===== src/rtl/pipeline_ctrl_pkg.sv =====
// Shared definitions for the frame-synchronous pipeline control block:
// opcodes, decoder states, status-byte layout and payload-length helpers.
package pipeline_ctrl_pkg;

    localparam logic [7:0] OP_SET_MODE        = 8'h01;
    localparam logic [7:0] OP_SET_OFFSET_X    = 8'h02;
    localparam logic [7:0] OP_SET_OFFSET_Y    = 8'h03;
    localparam logic [7:0] OP_SET_CLIP_LEFT   = 8'h04;
    localparam logic [7:0] OP_SET_CLIP_RIGHT  = 8'h05;
    localparam logic [7:0] OP_SET_CLIP_TOP    = 8'h06;
    localparam logic [7:0] OP_SET_CLIP_BOTTOM = 8'h07;
    localparam logic [7:0] OP_COMMIT          = 8'h08;
    localparam logic [7:0] OP_CLEAR_ERR       = 8'h09;
    localparam logic [7:0] OP_ABORT           = 8'h0A;

    typedef enum logic [1:0] {
        ST_IDLE    = 2'd0,
        ST_PAYLOAD = 2'd1,
        ST_DISCARD = 2'd2
    } dec_state_t;

    localparam int RESP_PENDING_BIT = 7;
    localparam int RESP_ERR_BIT     = 6;
    localparam int RESP_STATE_LSB   = 4;
    localparam int RESP_FCNT_LSB    = 0;

    function automatic logic is_known_op(input logic [7:0] op);
        return (op >= OP_SET_MODE) && (op <= OP_ABORT);
    endfunction

    function automatic logic [1:0] payload_len(input logic [7:0] op);
        case (op)
            OP_SET_MODE: return 2'd1;
            OP_SET_OFFSET_X, OP_SET_OFFSET_Y,
            OP_SET_CLIP_LEFT, OP_SET_CLIP_RIGHT,
            OP_SET_CLIP_TOP, OP_SET_CLIP_BOTTOM: return 2'd2;
            default: return 2'd0;
        endcase
    endfunction

endpackage


===== src/rtl/pipeline_ctrl_regbank.sv =====
// Shadow/active control register pair: the decoder writes shadow, frame-end
// commits copy shadow into active, and abort reloads shadow from active.
module pipeline_ctrl_regbank
    import pipeline_ctrl_pkg::*;
#(
    parameter int PRECISION = 11
) (
    input  logic                        clk,
    input  logic                        rst_n,
    input  logic                        wr_en,
    input  logic [7:0]                  wr_op,
    input  logic [PRECISION:0]          wr_data,
    input  logic                        commit,
    input  logic                        abort,
    output logic [1:0]                  ctrl_overlay_mode,
    output logic [1:0]                  ctrl_fg_scale,
    output logic signed [PRECISION:0]   ctrl_fg_offset_x,
    output logic signed [PRECISION:0]   ctrl_fg_offset_y,
    output logic [PRECISION-1:0]        ctrl_fg_clip_left,
    output logic [PRECISION-1:0]        ctrl_fg_clip_right,
    output logic [PRECISION-1:0]        ctrl_fg_clip_top,
    output logic [PRECISION-1:0]        ctrl_fg_clip_bottom
);

    typedef struct packed {
        logic [1:0]                mode;
        logic [1:0]                scale;
        logic signed [PRECISION:0] off_x;
        logic signed [PRECISION:0] off_y;
        logic [PRECISION-1:0]      clip_l;
        logic [PRECISION-1:0]      clip_r;
        logic [PRECISION-1:0]      clip_t;
        logic [PRECISION-1:0]      clip_b;
    } ctrl_regs_t;

    ctrl_regs_t shadow_q, shadow_d;
    ctrl_regs_t active_q, active_d;

    // Commit reads shadow_q, so a write landing on the same edge reaches
    // active only at the following commit.
    always_comb begin
        shadow_d = shadow_q;
        active_d = active_q;
        if (commit) begin
            active_d = shadow_q;
        end
        if (abort) begin
            shadow_d = active_q;
        end else if (wr_en) begin
            case (wr_op)
                OP_SET_MODE: begin
                    shadow_d.mode  = wr_data[1:0];
                    shadow_d.scale = wr_data[3:2];
                end
                OP_SET_OFFSET_X:    shadow_d.off_x  = wr_data;
                OP_SET_OFFSET_Y:    shadow_d.off_y  = wr_data;
                OP_SET_CLIP_LEFT:   shadow_d.clip_l = wr_data[PRECISION-1:0];
                OP_SET_CLIP_RIGHT:  shadow_d.clip_r = wr_data[PRECISION-1:0];
                OP_SET_CLIP_TOP:    shadow_d.clip_t = wr_data[PRECISION-1:0];
                OP_SET_CLIP_BOTTOM: shadow_d.clip_b = wr_data[PRECISION-1:0];
                default: ;
            endcase
        end
    end

    always_ff @(posedge clk or negedge rst_n) begin
        if (!rst_n) begin
            shadow_q <= '0;
            active_q <= '0;
        end else begin
            shadow_q <= shadow_d;
            active_q <= active_d;
        end
    end

    assign ctrl_overlay_mode   = active_q.mode;
    assign ctrl_fg_scale       = active_q.scale;
    assign ctrl_fg_offset_x    = active_q.off_x;
    assign ctrl_fg_offset_y    = active_q.off_y;
    assign ctrl_fg_clip_left   = active_q.clip_l;
    assign ctrl_fg_clip_right  = active_q.clip_r;
    assign ctrl_fg_clip_top    = active_q.clip_t;
    assign ctrl_fg_clip_bottom = active_q.clip_b;

endmodule


===== src/rtl/pipeline_ctrl_shadow_commit.sv =====
// SPI command decoder feeding shadow control registers, committed to the
// active pipeline controls only at the last visible pixel of a frame.
module pipeline_ctrl_shadow_commit
    import pipeline_ctrl_pkg::*;
#(
    parameter int PRECISION    = 11,
    parameter int RESOLUTION_X = 800,
    parameter int RESOLUTION_Y = 600
) (
    input  logic                        clk,
    input  logic                        rst_n,
    input  logic [7:0]                  cmd_byte,
    input  logic                        cmd_byte_valid,
    input  logic                        cmd_txn_end,
    input  logic [PRECISION-1:0]        pixel_x,
    input  logic [PRECISION-1:0]        pixel_y,
    input  logic                        output_enable,
    output logic [7:0]                  resp_byte,
    output logic [1:0]                  ctrl_overlay_mode,
    output logic [1:0]                  ctrl_fg_scale,
    output logic signed [PRECISION:0]   ctrl_fg_offset_x,
    output logic signed [PRECISION:0]   ctrl_fg_offset_y,
    output logic [PRECISION-1:0]        ctrl_fg_clip_left,
    output logic [PRECISION-1:0]        ctrl_fg_clip_right,
    output logic [PRECISION-1:0]        ctrl_fg_clip_top,
    output logic [PRECISION-1:0]        ctrl_fg_clip_bottom,
    output logic                        ctrl_committed
);

    // Only the first-byte bits that survive truncation to PRECISION+1 are kept.
    localparam int HI_W = PRECISION - 7;
    localparam logic [PRECISION-1:0] LAST_X = PRECISION'(RESOLUTION_X - 1);
    localparam logic [PRECISION-1:0] LAST_Y = PRECISION'(RESOLUTION_Y - 1);

    dec_state_t        state_q, state_d;
    logic [1:0]        cnt_q, cnt_d;
    logic [7:0]        op_q, op_d;
    logic [HI_W-1:0]   payload_hi_q, payload_hi_d;
    logic              pending_q, pending_d;
    logic              err_q, err_d;
    logic [3:0]        frame_cnt_q, frame_cnt_d;
    logic              committed_q, committed_d;

    logic              frame_end;
    logic              commit_fire;
    logic              wr_en;
    logic              do_abort;
    logic [PRECISION:0] wr_data;

    assign frame_end   = output_enable && (pixel_x == LAST_X) && (pixel_y == LAST_Y);
    assign commit_fire = frame_end && pending_q;
    assign wr_data     = {payload_hi_q, cmd_byte};

    // A byte arriving with the transaction-end strobe is decoded first, so the
    // end-of-transaction check looks at the post-byte state.
    always_comb begin
        state_d      = state_q;
        cnt_d        = cnt_q;
        op_d         = op_q;
        payload_hi_d = payload_hi_q;
        pending_d    = pending_q;
        err_d        = err_q;
        wr_en        = 1'b0;
        do_abort     = 1'b0;

        if (commit_fire) begin
            pending_d = 1'b0;
        end

        if (cmd_byte_valid) begin
            case (state_q)
                ST_IDLE: begin
                    if (!is_known_op(cmd_byte)) begin
                        err_d   = 1'b1;
                        state_d = ST_DISCARD;
                    end else if (payload_len(cmd_byte) != 2'd0) begin
                        op_d    = cmd_byte;
                        cnt_d   = payload_len(cmd_byte);
                        state_d = ST_PAYLOAD;
                    end else begin
                        case (cmd_byte)
                            OP_COMMIT:    pending_d = 1'b1;
                            OP_CLEAR_ERR: err_d     = 1'b0;
                            OP_ABORT: begin
                                pending_d = 1'b0;
                                do_abort  = 1'b1;
                            end
                            default: ;
                        endcase
                    end
                end
                ST_PAYLOAD: begin
                    payload_hi_d = cmd_byte[HI_W-1:0];
                    if (cnt_q == 2'd1) begin
                        wr_en   = 1'b1;
                        state_d = ST_IDLE;
                    end else begin
                        cnt_d = cnt_q - 2'd1;
                    end
                end
                ST_DISCARD: ;
                default: state_d = ST_IDLE;
            endcase
        end

        if (cmd_txn_end) begin
            if (state_d == ST_PAYLOAD) begin
                err_d = 1'b1;
            end
            state_d = ST_IDLE;
        end
    end

    always_comb begin
        frame_cnt_d = frame_end ? frame_cnt_q + 4'd1 : frame_cnt_q;
        committed_d = commit_fire;
    end

    always_ff @(posedge clk or negedge rst_n) begin
        if (!rst_n) begin
            state_q      <= ST_IDLE;
            cnt_q        <= '0;
            op_q         <= '0;
            payload_hi_q <= '0;
            pending_q    <= 1'b0;
            err_q        <= 1'b0;
            frame_cnt_q  <= '0;
            committed_q  <= 1'b0;
        end else begin
            state_q      <= state_d;
            cnt_q        <= cnt_d;
            op_q         <= op_d;
            payload_hi_q <= payload_hi_d;
            pending_q    <= pending_d;
            err_q        <= err_d;
            frame_cnt_q  <= frame_cnt_d;
            committed_q  <= committed_d;
        end
    end

    always_comb begin
        resp_byte                               = '0;
        resp_byte[RESP_PENDING_BIT]             = pending_q;
        resp_byte[RESP_ERR_BIT]                 = err_q;
        resp_byte[RESP_STATE_LSB +: 2]          = state_q;
        resp_byte[RESP_FCNT_LSB +: 4]           = frame_cnt_q;
    end

    assign ctrl_committed = committed_q;

    pipeline_ctrl_regbank #(
        .PRECISION (PRECISION)
    ) u_regbank (
        .clk                 (clk),
        .rst_n               (rst_n),
        .wr_en               (wr_en),
        .wr_op               (op_q),
        .wr_data             (wr_data),
        .commit              (commit_fire),
        .abort               (do_abort),
        .ctrl_overlay_mode   (ctrl_overlay_mode),
        .ctrl_fg_scale       (ctrl_fg_scale),
        .ctrl_fg_offset_x    (ctrl_fg_offset_x),
        .ctrl_fg_offset_y    (ctrl_fg_offset_y),
        .ctrl_fg_clip_left   (ctrl_fg_clip_left),
        .ctrl_fg_clip_right  (ctrl_fg_clip_right),
        .ctrl_fg_clip_top    (ctrl_fg_clip_top),
        .ctrl_fg_clip_bottom (ctrl_fg_clip_bottom)
    );

endmodule

===== config.mk =====
export PLATFORM = sky130hd
export DESIGN_NAME = pipeline_ctrl_shadow_commit
export DESIGN_NICKNAME = d
export VERILOG_FILES = /design/src/rtl/pipeline_ctrl_pkg.sv /design/src/rtl/pipeline_ctrl_regbank.sv /design/src/rtl/pipeline_ctrl_shadow_commit.sv
export SDC_FILE = /design/constraint.sdc
export NUM_CORES = 1
export LEC_CHECK = 0
export CORE_MARGIN = 1.5
export CORE_UTILIZATION = 35
export CTS_CLUSTER_DIAMETER = 40
export CTS_CLUSTER_SIZE = 40
export DETAILED_ROUTE_END_ITERATION = 12
export DONT_BUFFER_PORTS = 1
export PLACE_DENSITY = 0.5
export SLEW_MARGIN = 20
export SYNTH_ARGS = -nofsm -noshare
export SYNTH_HDL_FRONTEND = slang
export SYNTH_HIERARCHICAL = 1
export SYNTH_SLANG_ARGS = --single-unit
export TNS_END_PERCENT = 10

===== constraint.sdc =====
create_clock -name clk -period 2.4 [get_ports clk]
set_input_delay 0.24 -clock clk [delete_from_list [all_inputs] [get_ports clk]]
set_output_delay 0.24 -clock clk [all_outputs]
set_load 0.01 [all_outputs]

# Word level (Yosys, flattened, before mapping)

Cells that the tools add are included.

Add/subtract/negate cells: 2
Order comparisons: 2
Eq/ne operators: 26
Muxes and demuxes: 44
Reduce and logical (&&, ||, !) cells: 26

Operators with widths:

| kind                                                                  | count |
|---|---|
| 72-bit 2-to-1 mux                                                     | 2 |
| 8-bit by 3-bit == test with 1-bit output, second input constant       | 8 |
| 11-bit 2-to-1 mux                                                     | 4 |
| 8-bit by 2-bit == test with 1-bit output, second input constant       | 4 |
| 8-bit by 4-bit == test with 1-bit output, second input constant       | 3 |
| 12-bit 2-to-1 mux                                                     | 2 |
| 11-bit by 10-bit == test with 1-bit output, second input constant     | 2 |
| 2-bit 2-to-1 mux                                                      | 11 |
| 1-bit 2-to-1 mux                                                      | 20 |
| 2-bit nonzero test                                                    | 10 |
| 8-bit by 1-bit == test with 1-bit output, second input constant       | 2 |
| 2-bit AND reduction                                                   | 8 |
| 8-bit by 1-bit >= comparator with 1-bit output, second input constant | 1 |
| 8-bit by 4-bit <= comparator with 1-bit output, second input constant | 1 |
| 2-bit one-hot mux with 2 select lines                                 | 2 |
| 2-bit by 1-bit == test with 1-bit output, second input constant       | 3 |
| 2-bit inequality test, second input constant                          | 3 |
| 2-bit one-hot mux with 3 select lines                                 | 1 |
| 6-bit OR reduction                                                    | 1 |
| 5-bit AND reduction                                                   | 1 |
| 4-bit by 1-bit adder with 4-bit output, second input constant         | 1 |
| 1-bit logical AND                                                     | 4 |
| 4-bit 2-to-1 mux                                                      | 1 |
| 4-bit AND reduction                                                   | 1 |
| 4 further kinds                                                       | 4 |

Register bits: 167
Input port bits: 35
Output and inout port bits: 81
Logic and storage cells: 124

# Longest topological paths before layout

Gate-level depths: netlist of run 1.

Depth in word-level cells: 14
Mapped depth: 10
Mapped depth without buffers: 7

# Hierarchy

The synthesis of run 1 kept the hierarchy.

By module, submodules not included:

| module                      | times used | cells each | area an instance (um2) | sequential area each (um2) |
|---|---|---|---|---|
| pipeline_ctrl_regbank       | 1          | 514        | 6438.7                 | 3603.5 |
| pipeline_ctrl_shadow_commit | 1          | 100        | 1141.1                 | 575.6 |

# Worst setup path after synthesis of run 1

OpenSTA, ideal clock, no wires.

Path type: input port to flip-flop
From: input port cmd_byte[7]
To: register u_regbank/shadow_q[0] in the netlist's numbering
Library setup time: 0.125 ns
Arrival time: 2.421 ns
Required time: 2.275 ns
Slack: -0.146 ns
Cell stages on the path: 8
Path buffers: 3
Cell sequence: or4_1 -> buf_2 -> nor4_1 -> and2_1 -> buf_2 -> clkbuf_1 -> mux2_2 -> mux2_2

Word-level cells in the longest chain between the ends: 13
Elaborated cells between the ends (all ways): 26
Classes of those cells: 2 x order compare; 8 x eq/ne; 10 x mux; 6 x reduce/logical

RTL lines:

| what                                                                                                        | line                              | RTL |
|---|---|---|
| from (decl)                                                                                                 | pipeline_ctrl_shadow_commit.sv:12 | `input logic [7:0] cmd_byte,` |
| 8-bit by 2-bit == test with 1-bit output / 8-bit by 3-bit == test with 1-bit output (equally long branches) | pipeline_ctrl_pkg.sv:32           | `case (op)` |
| 6-bit OR reduction                                                                                          | pipeline_ctrl_pkg.sv:32           |  |
| 2-bit one-hot mux with 2 select lines                                                                       | pipeline_ctrl_pkg.sv:32           |  |
| 2-bit 2-to-1 mux                                                                                            | pipeline_ctrl_shadow_commit.sv:73 | `if (!is_known_op(cmd_byte)) begin` |
| 2-bit 2-to-1 mux                                                                                            | pipeline_ctrl_shadow_commit.sv:71 | `case (state_q)` |
| 2-bit 2-to-1 mux                                                                                            | pipeline_ctrl_shadow_commit.sv:70 | `if (cmd_byte_valid) begin` |
| 2-bit nonzero test                                                                                          | pipeline_ctrl_shadow_commit.sv:76 | `end else if (payload_len(cmd_byte) != 2'd0) begin` |
| 1-bit 2-to-1 mux                                                                                            | pipeline_ctrl_shadow_commit.sv:76 |  |
| 1-bit 2-to-1 mux *                                                                                          | pipeline_ctrl_shadow_commit.sv:73 |  |
| 1-bit 2-to-1 mux *                                                                                          | pipeline_ctrl_shadow_commit.sv:71 |  |
| 1-bit 2-to-1 mux *                                                                                          | pipeline_ctrl_shadow_commit.sv:70 |  |
| via do_abort                                                                                                | pipeline_ctrl_shadow_commit.sv:47 | `logic do_abort;` |
| 2-bit nonzero test (no line)                                                                                | -                                 |  |
| 2-bit AND reduction (no line)                                                                               | -                                 |  |
| to (signal assigned)                                                                                        | pipeline_ctrl_regbank.sv:71       | `shadow_q <= shadow_d;` |
| to (decl)                                                                                                   | pipeline_ctrl_regbank.sv:36       | `ctrl_regs_t shadow_q, shadow_d;` |

Mark *: on every way through the listed nets, which the timed path passes. The rest lies on a longest branch. The select of a mux whose other input is x is not followed.
A chain may end at the register's enable or synchronous reset.

# Worst setup path in the final report of run 1

From: register state_q[0]
To: register u_regbank/shadow_q[9] in the netlist's numbering

Word-level cells in the longest chain between the ends: 5
Elaborated cells between the ends (all ways): 10
Classes of those cells: 1 x eq/ne; 5 x mux; 4 x reduce/logical

RTL lines:

| what                          | line                               | RTL |
|---|---|---|
| from (decl)                   | pipeline_ctrl_shadow_commit.sv:35  | `dec_state_t state_q, state_d;` |
| from (signal assigned)        | pipeline_ctrl_shadow_commit.sv:130 | `state_q <= state_d;` |
| 2-bit logical NOT *           | pipeline_ctrl_shadow_commit.sv:71  |  |
| 1-bit 2-to-1 mux *            | pipeline_ctrl_shadow_commit.sv:71  |  |
| 1-bit 2-to-1 mux *            | pipeline_ctrl_shadow_commit.sv:70  |  |
| via do_abort                  | pipeline_ctrl_shadow_commit.sv:47  |  |
| 2-bit nonzero test (no line)  | -                                  |  |
| 2-bit AND reduction (no line) | -                                  |  |

Mark *: on every way through the listed nets, which the timed path passes. The rest lies on a longest branch.

==> metrics.yaml, run 1 <==
outcome:
  status: "finished with violations"
  violations: "hold timing"
timing:
  hold_slack_ns: -0.4897
  hold_viol: 167
  setup_viol: 0
  drv_slew: 0
  fin_crit_sh_pct: 93.82
  rsz0062_at_grt: "false"
  skew_ns: 0.008229
  fin_crit_ns: 2.252
  tightest_slew_ns: 0.7768
  clock.fmax_mhz: 444.1
  slew_headroom_pct: 48.11
detailed_routing:
  route.detailed.wl_per_inst_microns: 20.28
  drt-total-wl_mm: 18.53
  detail-route-antenna-nets: 0
  drc: 0
  avgViaCountPerCell: 5.412
  vias: 4947
  drt-initial-drc-count: 220
  first_pass_iters: 4
clock_network:
  worstSkewPairLatency_ns: 0.42
  cts_buffers: 17
  clk_pin_slew_worst_paths_ns: 0.07
  htree_levels: 4
  cts_tree: "done"
  cts_sinks: 167
  cts_setup_buffers: 0
  cts_hold_buf: 10
  clockBufferDepth: 2
  cts.root.buffer_cell: "clkbuf_16"
die:
  io_pins: 116
  num_rows: 53
  fp.coreArea_sq_um: 21150
  start_util_pct: 35.83
  die_h_microns: 150.2
  die_area_sq_um: 22550
  die_x_microns: 150.2
grt:
  grt_pass1_vias: 5051
  grt_antenna_before_repair: 0
  grt_max_degree: 168
  grt_pass1_wl_mm: 29.05
  grt.overflow.total: 0
  grt_usage_pct: 16.96
place:
  io_buffers: 0
  place_area_sq_um: 8003
  dp_hpwl_mm: 12.01
  routabilityCongestion: 0.7176
synthesis:
  ys.flop_type: "dfrtp_1"
  ys_types: 48
  ys_ff_latch: 167
  syn_inst: 614
  ys_warn_count: 6
  async_flop_share_pct: 100.0
  seq_area_frac_synth_pct: 55.13
  synth_area_sq_um: 7580
  syn_area_per_cell_sq_um: 12.34
  syn-num-nets: 651
  synth_edf_count: 0
layout:
  fillerInstances: 1954
  final_util_pct: 41.44
  layout_common_cells: "167 x dfrtp_1, 126 x mux2_2, 71 x nand2_1"
  diodes: 0
  stdcell_area_sq_um: 8766
  final_nets: 663
  area_growth_pct: 15.65
  layout_commonest_cell: "dfrtp_1"
  drive_above_1_share_pct: 31.14
min_path:
  min_path_type: "in -> async"
setup_path:
  reg2regPathDepth: 8
  crit_type: "reg -> reg"
  required_ns: 2.70
  cp_max_fo: 11
  r2r_slack_ns: 0.15
  worstSetupStartpointType: "flip-flop"
  r2r_start: "state_q[0]$_DFF_PN0_"
  r2r_end: "u_regbank/shadow_q[9]$_DFFE_PN0P_"
  cp-end-kind: "flip-flop"
  worstPathArrival_ns: 2.55
power:
  sw_frac_of_total_pct: 21.53
  p_int_mw: 4.695
  p_seq_share_pct: 48.4
  p_leak_nw: 4.027
  powerDensity_nw_per_um2: 682.5
  vdd_drop_max_mv: 0.4364
  p_total_mw: 5.983
  pwr-share-comb_pct: 3.4
  switching_power_mw: 1.288
  clockPowerShare_pct: 48.2
flow_run:
  maxCapViolCount: 0
-- timing repair --
action	CTS	global route
endpoints found under the hold margin	194	167
setup endpoints to repair	8	55
resized for setup	1	2
gates cloned	0	1
-- metrics by stage --
stage | worst slack [ns] | hold WS (ns) | std cells | TNS [ns]
finish | 0.1483 | -0.4897 | 914 | 0
global route | 0.06608 | -0.5160 | 914 | 0
CTS | 0.004712 | -0.5107 | 913 | 0
detailed placement | -0.03458 | -0.05079 | 872 | -0.1999
global placement | 0.002425 | -0.05018 | 872 | 0
floorplan | -0.008602 | -0.05559 | 614 | -0.08655
-- layer usage --
layer,vias to the layer above,GRT usage (%),part of all wire [%]
met4,0,4.363,1.1
met2,141,26.17,47
li1,2242,-,-
met3,12,6.424,7.9
met1,2552,22.35,44
met5,-,0,0
-- kinds of logic (layout without fill, tap and decap cells) --
kind of cell	count (synthesis)	count (layout)	share of synthesized area (%)
and+or+nand+nor	188	188	14.25
DFF	167	167	55.13
muxes	127	127	18.85
AOI/OAI and AO/OA	64	64	7.362
buffers and inverters	63	88	3.731
xor gates and xnor gates	3	3	0.3467
adders and majority gates	2	2	0.3301
-- Yosys cell counts, types with 3 or more instances --
cell	n	area (sq um)
o311ai_0	13	113.9
o221ai_1	26	227.7
and2_1	3	18.77
buf_6	3	33.78
nor2b_1	17	106.4
nand4b_1	3	26.28
nand3_1	4	20.02
o311ai_1	6	52.55
buf_2	13	65.06
mux2_2	126	1419
nand2b_1	33	206.5
and3_1	3	18.77
o221ai_2	4	60.06
clkbuf_1	22	82.58
nand4_1	19	118.9
and2b_1	5	37.54
nand2_1	71	266.5
a21oi_1	4	20.02
nor2_1	5	18.77
nor4_1	5	31.28
inv_1	21	78.83
dfrtp_1	167	4179
-- worst max-delay path by stage --
stage,start,end,depth (start not counted)
2_1_floorplan,cmd_byte[7],u_regbank/shadow_q[44]$_DFFE_PN0P_,9
3_3_place_gp,cmd_byte[7],u_regbank/shadow_q[20]$_DFFE_PN0P_,7
3_5_place_dp,cmd_byte[7],u_regbank/shadow_q[64]$_DFFE_PN0P_,7
4_1_cts,state_q[0]$_DFF_PN0_,u_regbank/shadow_q[9]$_DFFE_PN0P_,8
5_1_grt,state_q[0]$_DFF_PN0_,u_regbank/shadow_q[71]$_DFFE_PN0P_,7
6_report,state_q[0]$_DFF_PN0_,u_regbank/shadow_q[9]$_DFFE_PN0P_,8
-- state kept, by name, indices dropped and copies added (netlist names) --
signal                         cells
cnt_q                              2
ctrl_committed                     1
err_q                              1
frame_cnt_q                        4
op_q                               8
payload_hi_q                       4
pending_q                          1
state_q                            2
u_regbank/ctrl_fg_clip_bottom     11
u_regbank/ctrl_fg_clip_left       11
u_regbank/ctrl_fg_clip_right      11
u_regbank/ctrl_fg_clip_top        11
u_regbank/ctrl_fg_offset_x        12
u_regbank/ctrl_fg_offset_y        12
u_regbank/ctrl_fg_scale            2
u_regbank/ctrl_overlay_mode        2
u_regbank/shadow_q                72
-- layout make-up --
cell class | instances | area [sq um] | area share, %
multi-input cells | 384 | 3137 | 35.78
well taps | 275 | 344.1 | 3.925
inverters | 21 | 78.83 | 0.8992
clock inverters | 10 | 142.6 | 1.627
clock buffers | 22 | 484.2 | 5.524
repair buffers | 35 | 400.4 | 4.568
flip-flops and latches | 167 | 4179 | 47.67
-- critical path: stages (launching register included) --
cell and delay [ns]:
dfrtp_1 0.39, nor3b_2 0.23, nand2_1 0.15, nor4_2 0.20, and2_4 0.29, and3b_1 0.21, nand3_1 0.14, buf_12 0.17
mux2_2 0.34
-- power groups by stage --
stage,clock [mW],combinational [mW],sequential [mW]
6_report,2.88,0.206,2.89
5_1_grt,3.10,0.224,2.90
4_1_cts,2.97,0.205,2.89
3_5_place_dp,0,0.184,2.95
3_3_place_gp,0,0.180,2.94
2_1_floorplan,0,0.133,2.93
No activity file was read; power rests on OpenSTA's default activity.
==> inputs of run 2 (changes only) <==
==> constraint.sdc (replaced) <==
create_clock -name clk -period 2.4 [get_ports clk]
set_input_delay 0.12 -clock clk [delete_from_list [all_inputs] [get_ports clk]]
set_output_delay 0.12 -clock clk [all_outputs]
set_load 0.01 [all_outputs]
==> run 2 against run 1 <==
- the run still ends with hold timing left
- final area down 0.64%
- count of clock-buffer cells in the layout down 3
- total power down 5.8%
==> metrics.yaml, run 2 (same netlist as run 1, synthesis figures left out) <==
clock_network:
  cts_tree: "done"
  cts.root.buffer_cell: "clkbuf_16"
  cts_setup_buffers: 0  # unchanged
  cts_sinks: 167  # unchanged
  clk_pin_slew_worst_paths_ns: 0.07  # about the same
  cts_buffers: 17  # unchanged
  worstSkewPairLatency_ns: 0.43  # about the same
  htree_levels: 4  # unchanged
  cts_hold_buf: 12  # +2
  clockBufferDepth: 2  # unchanged
layout:
  final_nets: 667  # +0.60%
  diodes: 0  # unchanged
  layout_commonest_cell: "dfrtp_1"
  final_util_pct: 41.17  # -0.27 points
  largest_reg_flops: 72  # unchanged
  largest-register: "u_regbank/shadow_q"
  area_growth_pct: 14.91
  drive_above_1_share_pct: 31.26  # +0.12 points
  layout_common_cells: "167 x dfrtp_1, 126 x mux2_2, 71 x nand2_1"
grt:
  grt_pass1_vias: 5163  # +2.2%
  grt_usage_pct: 17.49  # +0.53 points
  grt_pass1_wl_mm: 29.79  # +2.5%
  grt.overflow.total: 0  # unchanged
  grt_max_degree: 168  # unchanged
  grt_antenna_before_repair: 0  # unchanged
setup_path:
  worstSetupStartpointType: "flip-flop"
  cp_max_fo: 12  # +1
  worstPathArrival_ns: 2.56  # about the same
  cp-end-kind: "flip-flop"
  critPathSlowestCell: "or3b_2"
  cp_common_cell: "buf_4"
  required_ns: 2.69  # about the same
  crit_start: "state_q[0]$_DFF_PN0_"
  path_buf_inv: 2  # +1
  crit_type: "reg -> reg"
  crit_family: "simple AND/OR/NAND/NOR gates"
  r2r_start: "state_q[0]$_DFF_PN0_"
  reg2regPathDepth: 8  # unchanged
  crit_chain: "buf_4 -> nand2_1 -> nor2_1 -> and2_1 -> or3b_2 -> nor3_4 -> buf_4 -> o221ai_1"
  cpPeakStageDelay_ns: 0.53  # +0.14 ns
  crit_cells: 8  # unchanged
power:
  clockPowerShare_pct: 44.9  # -3.3 points
  p_leak_nw: 3.993  # -0.85%
  pwr-share-comb_pct: 3.8  # +0.4 points
  powerDensity_nw_per_um2: 646.9  # -5.2%
  sw_frac_of_total_pct: 23.60  # +2.1 points
  p_seq_share_pct: 51.3  # +2.9 points
  p_int_mw: 4.304  # -8.3%
  vdd_drop_max_mv: 0.4379  # +0.34%
  switching_power_mw: 1.330  # +3.2%
detailed_routing:
  vias: 4963  # +0.32%
  drt-total-wl_mm: 18.78  # +1.3%
  drc: 0  # unchanged
  route.detailed.wl_per_inst_microns: 20.46  # +0.88%
  drt-initial-drc-count: 299  # +36%
  first_pass_iters: 4  # unchanged
  avgViaCountPerCell: 5.406  # -0.11%
  detail-route-antenna-nets: 0  # unchanged
place:
  dp_hpwl_mm: 12.24  # +1.9%
  io_buffers: 0  # unchanged
  dp_slack_ns: 0.07742  # +0.1120 ns
  routabilityCongestion: 0.7206  # +0.42%
die:
  start_util_pct: 35.83  # unchanged
  fp.coreArea_sq_um: 21150  # unchanged
  die_area_sq_um: 22550  # unchanged
  io_pins: 116  # unchanged
  die_h_microns: 150.2  # unchanged
  die_x_microns: 150.2  # unchanged
  num_rows: 53  # unchanged
timing:
  tightest_slew_ns: 0.6139  # -0.1629 ns
  skew_ns: 0.01158  # +0.003355 ns
  hold_viol: 167  # unchanged
  slew_headroom_pct: 58.70  # +11 points
  drv_slew: 0  # unchanged
  hold_slack_ns: -0.6177  # -0.1280 ns
  fin_crit_ns: 2.273  # +0.02092 ns
  setup_viol: 0  # unchanged
  setup_slack_ns: 0.1274  # -0.02092 ns
  rsz0062_at_grt: "true"
  clock.fmax_mhz: 440.0  # -0.92%
  fin_crit_sh_pct: 94.69  # +0.87 points
min_path:
  min_path_type: "in -> async"
outcome:
  status: "finished with violations"
  violations: "hold timing"
flow_run:
  maxCapViolCount: 0  # unchanged
## run 2: cell count changes in the layout (fill, tap and decap cells not counted), sizes merged
cell         before  now
clkinv            5    6
buf              24   27
clkbuf           23   19
dlygate4sd3      10   12
clkinvlp          1    4
bufinv            3    0
inv              22   24
## run 2: area by class of cell
| cell class | count | area (sq um) |
|---|---|---|
| Clock buffer | 19 | 442.9 |
| Clock inverter | 13 | 100.1 |
| Fill cell | 1971 | 12440 |
| Inverter | 21 | 78.83 |
| Multi-Input combinational cell | 384 | 3143 |
| Sequential cell | 167 | 4179 |
| Tap cell | 275 | 344.1 |
| Timing Repair Buffer | 39 | 421.7 |
## run 2: worst paths after layout
kind	slack [ns]	end
worst max-delay path	0.13	u_regbank/shadow_q[61]$_DFFE_PN0P_
worst min-delay path	-0.62	u_regbank/ctrl_fg_clip_top[6]$_DFFE_PN0P_
worst max register to register	0.13	u_regbank/shadow_q[61]$_DFFE_PN0P_
worst min register to register	0.50	u_regbank/ctrl_fg_clip_bottom[9]$_DFFE_PN0P_
max in group asynchronous	2.77	u_regbank/ctrl_fg_clip_bottom[3]$_DFFE_PN0P_
min in group clk	0.03	cnt_q[0]$_DFFE_PN0P_
## run 2: metal layers
layer | GRT usage, % | vias up | routed length (microns)
met2 | 28.23 | 158 | 9120
met4 | 3.382 | 0 | 137
met5 | 0 | - | 0
li1 | - | 2250 | -
met1 | 22.41 | 2540 | 7982
met3 | 6.667 | 15 | 1538
## run 2: repair_timing
action,in CTS,in global routing
resized for setup,0,5
hold endpoints to repair,201,167
setup endpoints to repair,0,55
## run 2: per-stage QoR
| stage | std cells | setup TNS (ns) | hold slack [ns] | total power, mW | area [sq um] |
|---|---|---|---|---|---|
| after floorplan | 614 | -0.1050 | -0.1756 | 3.066 | 7581 |
| after global placement | 874 | 0 | -0.1707 | 3.126 | 8018 |
| after detailed placement | 874 | 0 | -0.1718 | 3.130 | 8018 |
| after CTS | 918 | 0 | -0.6386 | 5.723 | 8681 |
| after global routing | 918 | -0.03766 | -0.6521 | 5.887 | 8710 |
| final | 918 | 0 | -0.6177 | 5.634 | 8710 |
## run 2: power by group through the flow
stage / registers [mW] / clock network [mW] / logic [mW]
after floorplan: 2.93 / 0 / 0.133
final: 2.89 / 2.53 / 0.214
after global placement: 2.94 / 0 / 0.182
after CTS: 2.89 / 2.62 / 0.213
after detailed placement: 2.94 / 0 / 0.186
after global routing: 2.90 / 2.75 / 0.236
